File: src/rtl/draw_symbol_gen.sv
// ---------------------------------------------------------------------------
// draw_symbol_gen
//   Symbol plotter for the VGA drawing path. A start pulse latches an origin,
//   colour and mode. The block then emits one pixel per cycle for an X-cross,
//   box outline, filled square or erase square of side SIZE.
//
// Ports
//   clk         single clock, rising edge
//   reset       synchronous, active-high
//   start       request, sampled only in IDLE
//   mode        00 X-cross, 01 box outline, 10 fill, 11 erase (fill, colour 0)
//   x, y        symbol origin (top-left), latched on start
//   colour      draw colour, latched on start
//   hold        stalls sequencing while drawing
//   xout, yout  registered pixel coordinates (wrap modulo 2^W, no clipping)
//   colour_out  registered pixel colour
//   plot        pixel valid strobe
//   busy        high while a symbol is in progress
//   done        one-cycle pulse after the last pixel
// ---------------------------------------------------------------------------
module draw_symbol_gen #(
   parameter int SIZE     = 16,
   parameter int X_W      = 8,
   parameter int Y_W      = 7,
   parameter int COLOUR_W = 3
) (
   input  logic                clk,
   input  logic                reset,
   input  logic                start,
   input  logic [1:0]          mode,
   input  logic [X_W-1:0]      x,
   input  logic [Y_W-1:0]      y,
   input  logic [COLOUR_W-1:0] colour,
   input  logic                hold,
   output logic [X_W-1:0]      xout,
   output logic [Y_W-1:0]      yout,
   output logic [COLOUR_W-1:0] colour_out,
   output logic                plot,
   output logic                busy,
   output logic                done
);

   localparam int KW = $clog2(SIZE*SIZE+1);

   localparam logic [KW-1:0] SZ     = KW'(SIZE);
   localparam logic [KW-1:0] M1     = KW'(SIZE-1);
   localparam logic [KW-1:0] M2     = KW'(2*(SIZE-1));
   localparam logic [KW-1:0] M3     = KW'(3*(SIZE-1));
   localparam logic [KW-1:0] M4     = KW'(4*(SIZE-1));
   localparam logic [KW-1:0] LAST_X = KW'(2*SIZE-1);
   localparam logic [KW-1:0] LAST_B = KW'(4*(SIZE-1)-1);
   localparam logic [KW-1:0] LAST_F = KW'(SIZE*SIZE-1);

   localparam logic [1:0] MODE_X     = 2'b00;
   localparam logic [1:0] MODE_BOX   = 2'b01;
   localparam logic [1:0] MODE_ERASE = 2'b11;

   typedef enum logic [1:0] {IDLE, DRAW, DONE} state_t;

   state_t                state_q;
   logic [KW-1:0]         k_q;
   // Column/row of pixel k for fill/erase, kept as counters to avoid a divider.
   logic [KW-1:0]         col_q, row_q;
   logic [1:0]            mode_q;
   logic [X_W-1:0]        x0_q;
   logic [Y_W-1:0]        y0_q;
   logic [COLOUR_W-1:0]   col0_q;
   logic [X_W-1:0]        xout_q;
   logic [Y_W-1:0]        yout_q;
   logic [COLOUR_W-1:0]   cout_q;
   logic                  plot_q, busy_q, done_q;

   logic [KW-1:0]         dx_d, dy_d;
   logic                  last_d;

   // Offset of pixel k_q within the symbol, and whether it is the final one.
   always_comb begin
      dx_d   = '0;
      dy_d   = '0;
      last_d = 1'b0;
      case (mode_q)
         MODE_X: begin
            last_d = (k_q == LAST_X);
            if (k_q < SZ) begin
               dx_d = k_q;
               dy_d = k_q;
            end else begin
               // Anti-diagonal: (SIZE-1-j, j) with j = k-SIZE.
               dx_d = LAST_X - k_q;
               dy_d = k_q - SZ;
            end
         end
         MODE_BOX: begin
            last_d = (k_q == LAST_B);
            if (k_q < M1) begin
               dx_d = k_q;
               dy_d = '0;
            end else if (k_q < M2) begin
               dx_d = M1;
               dy_d = k_q - M1;
            end else if (k_q < M3) begin
               dx_d = M3 - k_q;
               dy_d = M1;
            end else begin
               dx_d = '0;
               dy_d = M4 - k_q;
            end
         end
         default: begin
            last_d = (k_q == LAST_F);
            dx_d   = col_q;
            dy_d   = row_q;
         end
      endcase
   end

   always_ff @(posedge clk) begin
      if (reset) begin
         state_q <= IDLE;
         k_q     <= '0;
         col_q   <= '0;
         row_q   <= '0;
         mode_q  <= '0;
         x0_q    <= '0;
         y0_q    <= '0;
         col0_q  <= '0;
         xout_q  <= '0;
         yout_q  <= '0;
         cout_q  <= '0;
         plot_q  <= 1'b0;
         busy_q  <= 1'b0;
         done_q  <= 1'b0;
      end else begin
         plot_q <= 1'b0;
         done_q <= 1'b0;
         case (state_q)
            IDLE: begin
               if (start) begin
                  mode_q  <= mode;
                  x0_q    <= x;
                  y0_q    <= y;
                  col0_q  <= colour;
                  // Pixel 0 is always at the origin, so issue it straight
                  // from the inputs; sequencing continues from k=1.
                  xout_q  <= x;
                  yout_q  <= y;
                  cout_q  <= (mode == MODE_ERASE) ? '0 : colour;
                  plot_q  <= 1'b1;
                  busy_q  <= 1'b1;
                  k_q     <= KW'(1);
                  col_q   <= KW'(1);
                  row_q   <= '0;
                  state_q <= DRAW;
               end
            end
            DRAW: begin
               if (!hold) begin
                  xout_q <= x0_q + X_W'(dx_d);
                  yout_q <= y0_q + Y_W'(dy_d);
                  cout_q <= (mode_q == MODE_ERASE) ? '0 : col0_q;
                  plot_q <= 1'b1;
                  k_q    <= k_q + KW'(1);
                  if (col_q == M1) begin
                     col_q <= '0;
                     row_q <= row_q + KW'(1);
                  end else begin
                     col_q <= col_q + KW'(1);
                  end
                  // DONE covers the cycle in which the last pixel is shown;
                  // done then pulses while the FSM is already back in IDLE,
                  // so a new start can be taken in that same cycle.
                  if (last_d) state_q <= DONE;
               end
            end
            DONE: begin
               busy_q  <= 1'b0;
               done_q  <= 1'b1;
               state_q <= IDLE;
            end
            default: state_q <= IDLE;
         endcase
      end
   end

   assign xout       = xout_q;
   assign yout       = yout_q;
   assign colour_out = cout_q;
   assign plot       = plot_q;
   assign busy       = busy_q;
   assign done       = done_q;

endmodule

File: config.mk
export PLATFORM = sky130hd
export DESIGN_NAME = draw_symbol_gen
export DESIGN_NICKNAME = d
export VERILOG_FILES = /design/src/rtl/draw_symbol_gen.sv
export SDC_FILE = /design/constraint.sdc
export NUM_CORES = 1
export LEC_CHECK = 0
export ABC_AREA = 1
export BUFFER_PORTS_ARGS = -buffer_cell sky130_fd_sc_hd__buf_2
export CORE_MARGIN = 8
export CORE_UTILIZATION = 45
export CTS_BUF_LIST = sky130_fd_sc_hd__clkbuf_2 sky130_fd_sc_hd__clkbuf_4 sky130_fd_sc_hd__clkbuf_8
export DETAILED_ROUTE_END_ITERATION = 12
export SLEW_MARGIN = 20
export SYNTH_ARGS = -nofsm -noshare
export SYNTH_HDL_FRONTEND = slang
export SYNTH_SLANG_ARGS = --single-unit
export TNS_END_PERCENT = 10
File: constraint.sdc
create_clock -name clk -period 3.35 [get_ports clk]
set_input_delay 0.335 -clock clk [delete_from_list [all_inputs] [get_ports clk]]
set_output_delay 0.335 -clock clk [all_outputs]
set_load 0.01 [all_outputs]
==> run metrics, run 1 <==
status finished clean; Initial DRC Count 292; Power per Cell Area 411 mW/mm2; Slew @ Worst Pin 0.999 ns; filler cell count 995; count of cell types in the netlist 50; Mapped Avg Cell Area 7.05 um2; DRC 0; Lkg Pwr 2.34 nW; RSZ-0062 raised after global routing false; Clock Path Buffers 2; Max Slew Vio Count 0; Max-slew headroom 33.3%; Final ANT Viol Nets 0; fin nets 745; PortBufs 44; Setup violations, final 0; setup TNS 0 ns; R2R Setup Slk 0.23 ns; via count 4492; Synth top area share 30.7%; Placement Rows 36; Crit. End Element flip-flop; CTS Root Cell clkbuf_8; Max Clock Freq 0.320 GHz; Fin. Hold Viols 0; clock sink total 68; worst reg2reg path startpoint k_q[5]; die width 115 um; R2R Path End xout[6]; die area 0.0133 mm2; asr flop ratio synth 0%; CTS Buf Count 9; final cycle utilization of the critical path 93.2%; initial antenna violation count 0; Worst Path Required 3.61 ns; Final Critical Period 3.12 ns; grt ovf 0; H-tree levels 3; Chip Height 115 um; area grow syn2layout 17.0%; wire per inst 17.3 um; Hold WC Path Type primary input to flip-flop; Via density 5.44; Seq/Total Area, Yosys 30.7%; vias in the first global route 4422; worst skew pair latency 0.37 ns; CTS tree yes; max cap viols 0; cells after synthesis 628; first-pass GRT wire length 23100 um; top post-synthesis cells by area dfxtp_1, ha_1, nand2_1, o21ai_0, nor2_1; critical path class flip-flop to flip-flop; first-pass detailed-route iteration total 5; GRT Overall Usage 22.4%; CP endpoint xout[6]; Core Area 0.00968 mm2; gpl congestion 0.929; Diodes inserted 0; Worst IR Drop VDD 0.435 mV; hpwl dp 10700 um; Netlist Area Pre-Place 0.00443 mm2; type of origin of the critical path flip-flop; Synth area leader dfxtp_1; Initial Util 45.7%; syn nets 685; CP startpoint k_q[5]; number of flops mapped to enable cells by yosys 0; register bit total from synthesis 68; share of cells above drive strength 1 17.5%; Worst-path clk slew 0.08 ns; crit-path max FO 7; list of most frequent post-synthesis cells nand2_1, nor2_1, dfxtp_1; largest net degree at the start of global routing 36; worst hold margin 0.228 ns; most common cell in the synthesized netlist nand2_1; Top-Level Pins 45; Total Wirelength 14300 um; Top FF cell, synth dfxtp_1; Reg2Reg Depth 18; Final Skew 0.00637 ns; Critical Path AT 3.38 ns; YS warnings 0
==> final cells by class <==
| class | count | area [um2] | area share, % |
|---|---|---|---|
| tap | 133 | 166 | 3.21 |
| clock buffer | 10 | 131 | 2.54 |
| inverter | 65 | 254 | 4.90 |
| clock inverter | 6 | 88.8 | 1.71 |
| multi-input combinational | 470 | 2730 | 52.8 |
| timing repair buffer | 74 | 445 | 8.60 |
| sequential | 68 | 1360 | 26.3 |
==> worst max-delay path: stages, from the launching register on <==
cell and delay, ns:
dfxtp_1 0.42, inv_2 0.11, ha_1 0.22, nand2_2 0.13, a21oi_4 0.07, inv_1 0.20, nand2_1 0.15, o221ai_1 0.20
a21oi_1 0.09, ha_1 0.22, fa_1 0.41, nand3_1 0.09, nand2_1 0.09, a21oi_1 0.14, o21bai_1 0.09, a21oi_1 0.11
o21ai_0 0.10, o211ai_1 0.10, nand2_1 0.06
==> report_power, final <==
| part | switching, mW | leakage (nW) | internal [mW] |
|---|---|---|---|
| registers | 0.0366 | 0.558 | 0.858 |
| clock network | 0.349 | 0.106 | 0.427 |
| logic | 0.293 | 1.67 | 0.166 |
| total | 0.678 | 2.34 | 1.45 |
==> per-layer routing <==
| layer | track usage [%] | wire, um | vias to the layer above |
|---|---|---|---|
| li1 | - | - | 2255 |
| met1 | 28.1 | 6570 | 2091 |
| met2 | 36.7 | 6620 | 130 |
| met3 | 6.09 | 832 | 16 |
| met4 | 6.30 | 258 | 0 |
| met5 | 0 | 0 | - |
==> worst min path at each step <==
stage	slack [ns]	from	to	cells after the start
finish	0.23	y[2]	y0_q[2]	3
global route	0.23	y[2]	y0_q[2]	3
CTS	0.21	y[2]	y0_q[2]	3
detailed placement	0.45	busy	busy	2
global placement	0.45	busy	busy	2
floorplan	0.42	row_q[6]	row_q[6]	1
==> what timing repair did <==
item / in CTS / in global routing
gates resized for setup: 0 / 8
setup buffers: 0 / 3
endpoints found under the setup margin: 0 / 8
hold buffers: 0 / 0
==> cell usage in the layout (no fill, tap or decap), types with 2 or more instances in the layout <==
cell,synthesis,routed
a211oi_1,2,2
a21oi_1,49,49
a21oi_2,2,2
a221oi_1,3,2
a22oi_1,6,6
a31oi_1,6,6
a32o_1,2,2
a32oi_1,3,3
buf_2,9,44
buf_4,1,30
bufinv_16,0,2
clkbuf_8,0,9
clkinvlp_4,0,2
dfxtp_1,68,68
fa_1,2,2
ha_1,31,30
inv_1,56,54
inv_2,6,8
inv_4,2,2
nand2_1,100,100
nand2_2,3,3
nand3_1,52,52
nand3b_1,2,2
nand4_1,7,7
nor2_1,70,70
nor2_2,3,2
nor2_4,1,2
nor2_8,3,3
nor3_1,13,13
o211ai_1,2,2
o21ai_0,63,63
o21ai_1,2,2
o21bai_1,2,2
o221ai_1,2,2
o22ai_1,5,5
o31ai_1,2,2
xnor2_1,5,5
xor2_1,15,15
==> logic make-up (layout without fill, tap and decap cells) <==
family	count (synthesis)	in the layout	share of synthesized area [%]
XOR/XNOR	20	20	3.96
buffers and inverters	90	155	8.36
adder cells (fa/ha/maj)	33	33	9.66
flip-flops	68	68	30.7
AND/OR/NAND/NOR	259	259	26.5
AO/OA/AOI/OAI	158	158	20.8
==> flip-flops by register name (all words and copies together), names as in the netlist <==
name        count
busy            1
col0_q          3
col_q           9
colour_out      3
done            1
k_q             9
mode_q          2
plot            1
row_q           7
state_q         2
x0_q            8
xout            8
y0_q            7
yout            7
==> metrics by stage <==
step | worst slack (ns) | cells | cell area (um2) | utilization (%) | power, mW
floorplan | 0.237 | 628 | 4430 | - | 1.20
global placement | 0.178 | 807 | 4900 | 50.6 | 1.36
detailed placement | 0.0823 | 807 | 4900 | 50.6 | 1.36
CTS | 0.0601 | 823 | 5120 | 52.9 | 2.14
global route | 0.0149 | 826 | 5180 | 53.5 | 2.24
finish | 0.229 | 826 | 5180 | 53.5 | 2.13
(Power assumes the default switching activity.)
==> inputs of run 2 (changes only) <==
- ABC_AREA: 1 -> not set
==> run metrics, run 2 <==
first-pass GRT wire length 22100 um; Worst-path clk slew 0.08 ns; first-pass detailed-route iteration total 5; RSZ-0062 raised after global routing true; Max Clock Freq 0.304 GHz; syn nets 628; CTS Root Cell clkbuf_8; Initial Util 46.5%; Final Skew 0.00900 ns; status finished clean; Placement Rows 35; cells after synthesis 571; slowest library cell on the worst path or4_4; max cap viols 0; Clock Path Buffers 2; crit-path cells ha_2, and3_1, o21a_1, nand2b_2, buf_4, a21oi_1, a211oi_1, a211oi_1, a21oi_1, ha_1, nand2_1, o21ai_1, or4_4, a21o_1, mux2i_1, nand2b_1; Max Slew Vio Count 0; count of cell types in the netlist 55; CP bufs+invs 1; via count 4452; Synth area leader dfxtp_1; CTS Buf Count 9; Crit. End Element flip-flop; worst hold margin 0.234 ns; Seq/Total Area, Yosys 31.6%; Via density 5.64; commonest cells after routing, fill and taps aside nand2_1, dfxtp_1, a21oi_1; Power per Cell Area 357 mW/mm2; Core Area 0.00928 mm2; Worst Path Required 3.64 ns; final cycle utilization of the critical path 98.1%; fin nets 712; Synth top area share 31.6%; Top-Level Pins 45; Top FF cell, synth dfxtp_1; DRC 0; share of cells above drive strength 1 24.1%; asr flop ratio synth 0%; Setup violations, final 0; initial antenna violation count 0; most common cell in the synthesized netlist nand2_1; Netlist Area Pre-Place 0.00431 mm2; crit-path max cell delay 0.42 ns; Critical Path AT 3.58 ns; grt ovf 0; Mapped Avg Cell Area 7.55 um2; Slew @ Worst Pin 0.740 ns; register bit total from synthesis 68; H-tree levels 3; PnR Total Power 1.92 mW; hpwl dp 10300 um; CP top delay family simple AND/OR/NAND/NOR gates; Initial DRC Count 308; Fin. Hold Viols 0; Final Critical Period 3.29 ns; Worst IR Drop VDD 0.305 mV; wire per inst 17.5 um; die width 114 um; Hold WC Path Type primary input to flip-flop; Final ANT Viol Nets 0; gpl congestion 0.908; top post-synthesis cells by area dfxtp_1, ha_1, nand2_1, a21oi_1, nor2_1; number of flops mapped to enable cells by yosys 0; area grow syn2layout 24.5%; Lkg Pwr 2.26 nW; list of most frequent post-synthesis cells nand2_1, dfxtp_1, a21oi_1; die area 0.0130 mm2; clock sink total 68; GRT Overall Usage 21.4%; crit-path max FO 5; vias in the first global route 4376; critical path class flip-flop to flip-flop; Max-slew headroom 50.7%; Diodes inserted 0; largest net degree at the start of global routing 29; worst skew pair latency 0.35 ns; CTS tree yes; PortBufs 44; commonest non-fill, non-tap cell in the layout nand2_1; largest registers col_q (9), k_q (9); Chip Height 114 um; Total Wirelength 13800 um; YS warnings 0; final core utilization 57.8%; type of origin of the critical path flip-flop
==> run 2: cell count changes after synthesis, moves of 7 or more <==
cell      previous run  this run
clkbuf_1            14        26
and3_1               0         8
nand2b_1             0        10
inv_1               56        19
or3_1                0         7
xnor2_1              5        14
a311oi_1             0         9
a21oi_1             49        66
buf_2                9         1
nand3_1             52        14
o21ai_0             63        33
a21o_1               1        10
nor2_1              70        51
==> run 2: layout make-up <==
class / count / area [um2]
Sequential cell: 68 / 1370
Inverter: 21 / 83.8
Clock inverter: 6 / 63.8
Fill cell: 933 / 3920
Clock buffer: 10 / 131
Tap cell: 129 / 161
Timing Repair Buffer: 102 / 663
Multi-Input combinational cell: 453 / 2900
==> run 2: report_power, final <==
group | leakage, nW | internal [mW] | switching [mW] | total [mW]
Combinational | 1.60 | 0.133 | 0.213 | 0.347
Sequential | 0.558 | 0.849 | 0.0301 | 0.879
Clock | 0.0961 | 0.352 | 0.337 | 0.690
Total | 2.26 | 1.33 | 0.581 | 1.92
==> run 2: timing repair <==
action / 4_1_cts / 5_1_grt
buffers inserted: 3 / 2
cloned: 0 / 0
resized for setup: 31 / 16
hold buffers: 0 / 0
hold endpoints to repair: 0 / 0
pin swaps: 10 / 9
setup endpoints to repair: 4 / 6
==> run 2: through the flow <==
step | cell area [um2] | TNS [ns] | worst slack [ns] | instances
6_report | 5370 | 0 | 0.0628 | 789
5_1_grt | 5370 | -0.433 | -0.147 | 789
4_1_cts | 5300 | 0 | 0.00761 | 787
3_5_place_dp | 4980 | -0.359 | -0.192 | 768
3_3_place_gp | 4980 | -0.219 | -0.160 | 768
2_1_floorplan | 4320 | 0 | 0.00654 | 571
==> run 2: worst paths after layout <==
path	start	end	slack, ns	cells after the start
setup reg to reg	k_q[1]	xout[7]	0.06	16
hold reg to reg	col0_q[1]	col0_q[1]	0.46	2
setup / recovery	k_q[1]	xout[7]	0.06	16
hold / removal	x[0]	x0_q[0]	0.23	3
==> run 2: logic make-up after synthesis <==
family	count (synthesis)	share of synthesized area (%)
and+or+nand+nor	227	24.4
AOI/OAI and AO/OA	166	24.0
DFF	68	31.6
buffers and inverters	50	4.55
adders and majority gates	33	9.92
xor gates and xnor gates	25	5.08
muxes	2	0.464
==> run 2: metal layers <==
layer	up-vias	global-route usage, %	routed length, um
met5	-	0	0
met4	0	7.28	276
met3	21	4.28	737
met2	144	36.5	6750
met1	2090	26.1	6050
li1	2197	-	-
==> run 2: tightest hold or removal path: cells and delay by family <==
kind	cells	cell delay, ns
and+or+nand+nor	1	0.05
AOI/OAI and AO/OA	1	0.05
buffers and inverters	1	0.11
==> inputs of run 3 (changes only) <==
--- a/config.mk
+++ b/config.mk
@@ -12,2 +12,3 @@
 export DETAILED_ROUTE_END_ITERATION = 12
+export GPL_TIMING_DRIVEN = 0
 export SLEW_MARGIN = 20
==> constraint.sdc (replaced) <==
create_clock -name clk -period 3.35 [get_ports clk]
set_input_delay 0.8375 -clock clk [delete_from_list [all_inputs] [get_ports clk]]
set_output_delay 0.8375 -clock clk [all_outputs]
set_load 0.01 [all_outputs]
==> run metrics, run 3 (synthesis gave the netlist of run 2 again) <==
type of origin of the critical path flip-flop; Max Clock Freq 0.287 GHz; Clk pwr share 36.1%; commonest cells after routing, fill and taps aside nand2_1, dfxtp_1, a21oi_1; Initial DRC Count 396; Final ANT Viol Nets 0; RSZ-0062 raised after global routing true; Top-Level Pins 45; Worst Path Required 3.59 ns; WL met2 7240 um; die width 114 um; crit-path max FO 5; critical path class flip-flop to flip-flop; DR WL met3 923 um; gpl congestion 0.967; Slew @ Worst Pin 0.930 ns; Crit. End Element flip-flop; final core utilization 60.5%; worst skew pair latency 0.35 ns; M1 WL 6760 um; DRC 0; GRT Overall Usage 23.5%; status finished, violations left; initial antenna violation count 0; Setup violations, final 7; setup TNS -0.460 ns; combinational fraction of design power 19.1%; final cycle utilization of the critical path 104%; Clock Path Buffers 2; die area 0.0130 mm2; vias in the first global route 4681; H-tree levels 3; Final Skew 0.0192 ns; max cap viols 0; CTS Root Cell clkbuf_8; sequential fraction of design power 44.8%; hpwl dp 10700 um; largest net degree at the start of global routing 13; first-pass GRT wire length 24100 um; clock sink total 68; Via density 5.79; internal power 1.34 mW; P_sw 0.621 mW; switching part of the total 31.7%; grt ovf 0; CTS tree yes; fin nets 724; wire per inst 19.1 um; failing checks setup timing; largest registers col_q (9), k_q (9); Worst IR Drop VDD 0.200 mV; PortBufs 44; PnR Total Power 1.96 mW; Critical Path AT 3.73 ns; commonest non-fill, non-tap cell in the layout nand2_1; Diodes inserted 0; cts hold-fix bufs 0; first-pass detailed-route iteration total 5; Initial Util 46.5%; Chip Height 114 um; dpl ws -0.654 ns; Total Wirelength 15300 um; Top Layer Used met4; Placement Rows 35; Fin. Hold Viols 0; via count 4637; Core Area 0.00928 mm2; area grow syn2layout 30.3%; Lkg Pwr 2.26 nW; CTS Buf Count 9; Max-slew headroom 37.8%; final worst slack -0.132 ns; Power per Cell Area 349 mW/mm2; share of cells above drive strength 1 26.8%; Max Slew Vio Count 0; Worst-path clk slew 0.09 ns; Hold WC Path Type flip-flop to flip-flop; Final Critical Period 3.48 ns
run 3: cell types whose count changed in the layout (fill, tap and decap cells not counted), sizes merged:
cell      delta
buf         -14
clkinv       -1
clkinvlp     +1
clkbuf      +26
run 3: final timing paths:
check        slack [ns]  depth (start not counted)     startpoint             to
max               -0.13                         18         k_q[6]        yout[6]
min                0.46                          2  colour_out[1]  colour_out[1]
max reg2reg       -0.13                         18         k_q[6]        yout[6]
min reg2reg        0.46                          2  colour_out[1]  colour_out[1]
run 3: routing by layer:
| metal | track usage, % | up-vias |
|---|---|---|
| met5 | 0 | - |
| met4 | 9.94 | 0 |
| met3 | 3.96 | 28 |
| met2 | 38.2 | 156 |
| met1 | 30.1 | 2230 |
| li1 | - | 2223 |
run 3: cell type report:
cell class / instances / area [um2]
clock buffer: 10 / 131
fill: 883 / 3660
inverter: 21 / 92.6
tap: 129 / 161
buffer: 28 / 130
sequential: 68 / 1380
timing repair buffer: 86 / 539
multi-input combinational: 453 / 3120
clock inverter: 6 / 63.8
run 3: critical path, cell delays in order, from the launching register on:
cell	delay, ns
dfxtp_4	0.37
inv_6	0.08
ha_4	0.14
nor3b_4	0.38
o21ai_4	0.14
buf_4	0.16
o21ai_2	0.09
o22ai_1	0.11
o21ai_1	0.14
a31oi_1	0.12
o21ai_1	0.20
ha_1	0.28
nor2b_4	0.14
o21a_1	0.19
o21a_2	0.23
nand3_2	0.10
o311ai_4	0.10
xnor2_1	0.15
a31o_1	0.24
run 3: repair_timing:
action | 4_1_cts | 5_1_grt
hold endpoints to repair | 0 | 0
endpoints found under the setup margin | 10 | 7
gates resized for setup | 70 | 34
pin swaps | 23 | 24
cloned | 1 | 0
setup buffers | 29 | 13
run 3: power by group through the flow:
stage,Sequential [mW],Combinational (mW),Clock (mW)
after floorplan,0.902,0.195,0
after global placement,0.895,0.327,0
after detailed placement,0.896,0.330,0
after CTS,0.876,0.351,0.716
after global routing,0.882,0.411,0.752
final,0.878,0.374,0.707
run 3: stage by stage:
step | cells | area (um2) | hold WS (ns)
global route | 801 | 5620 | 0.484
detailed placement | 744 | 4700 | 0.446
CTS | 789 | 5370 | 0.463
floorplan | 571 | 4320 | 0.436
global placement | 744 | 4700 | 0.435
finish | 801 | 5620 | 0.460
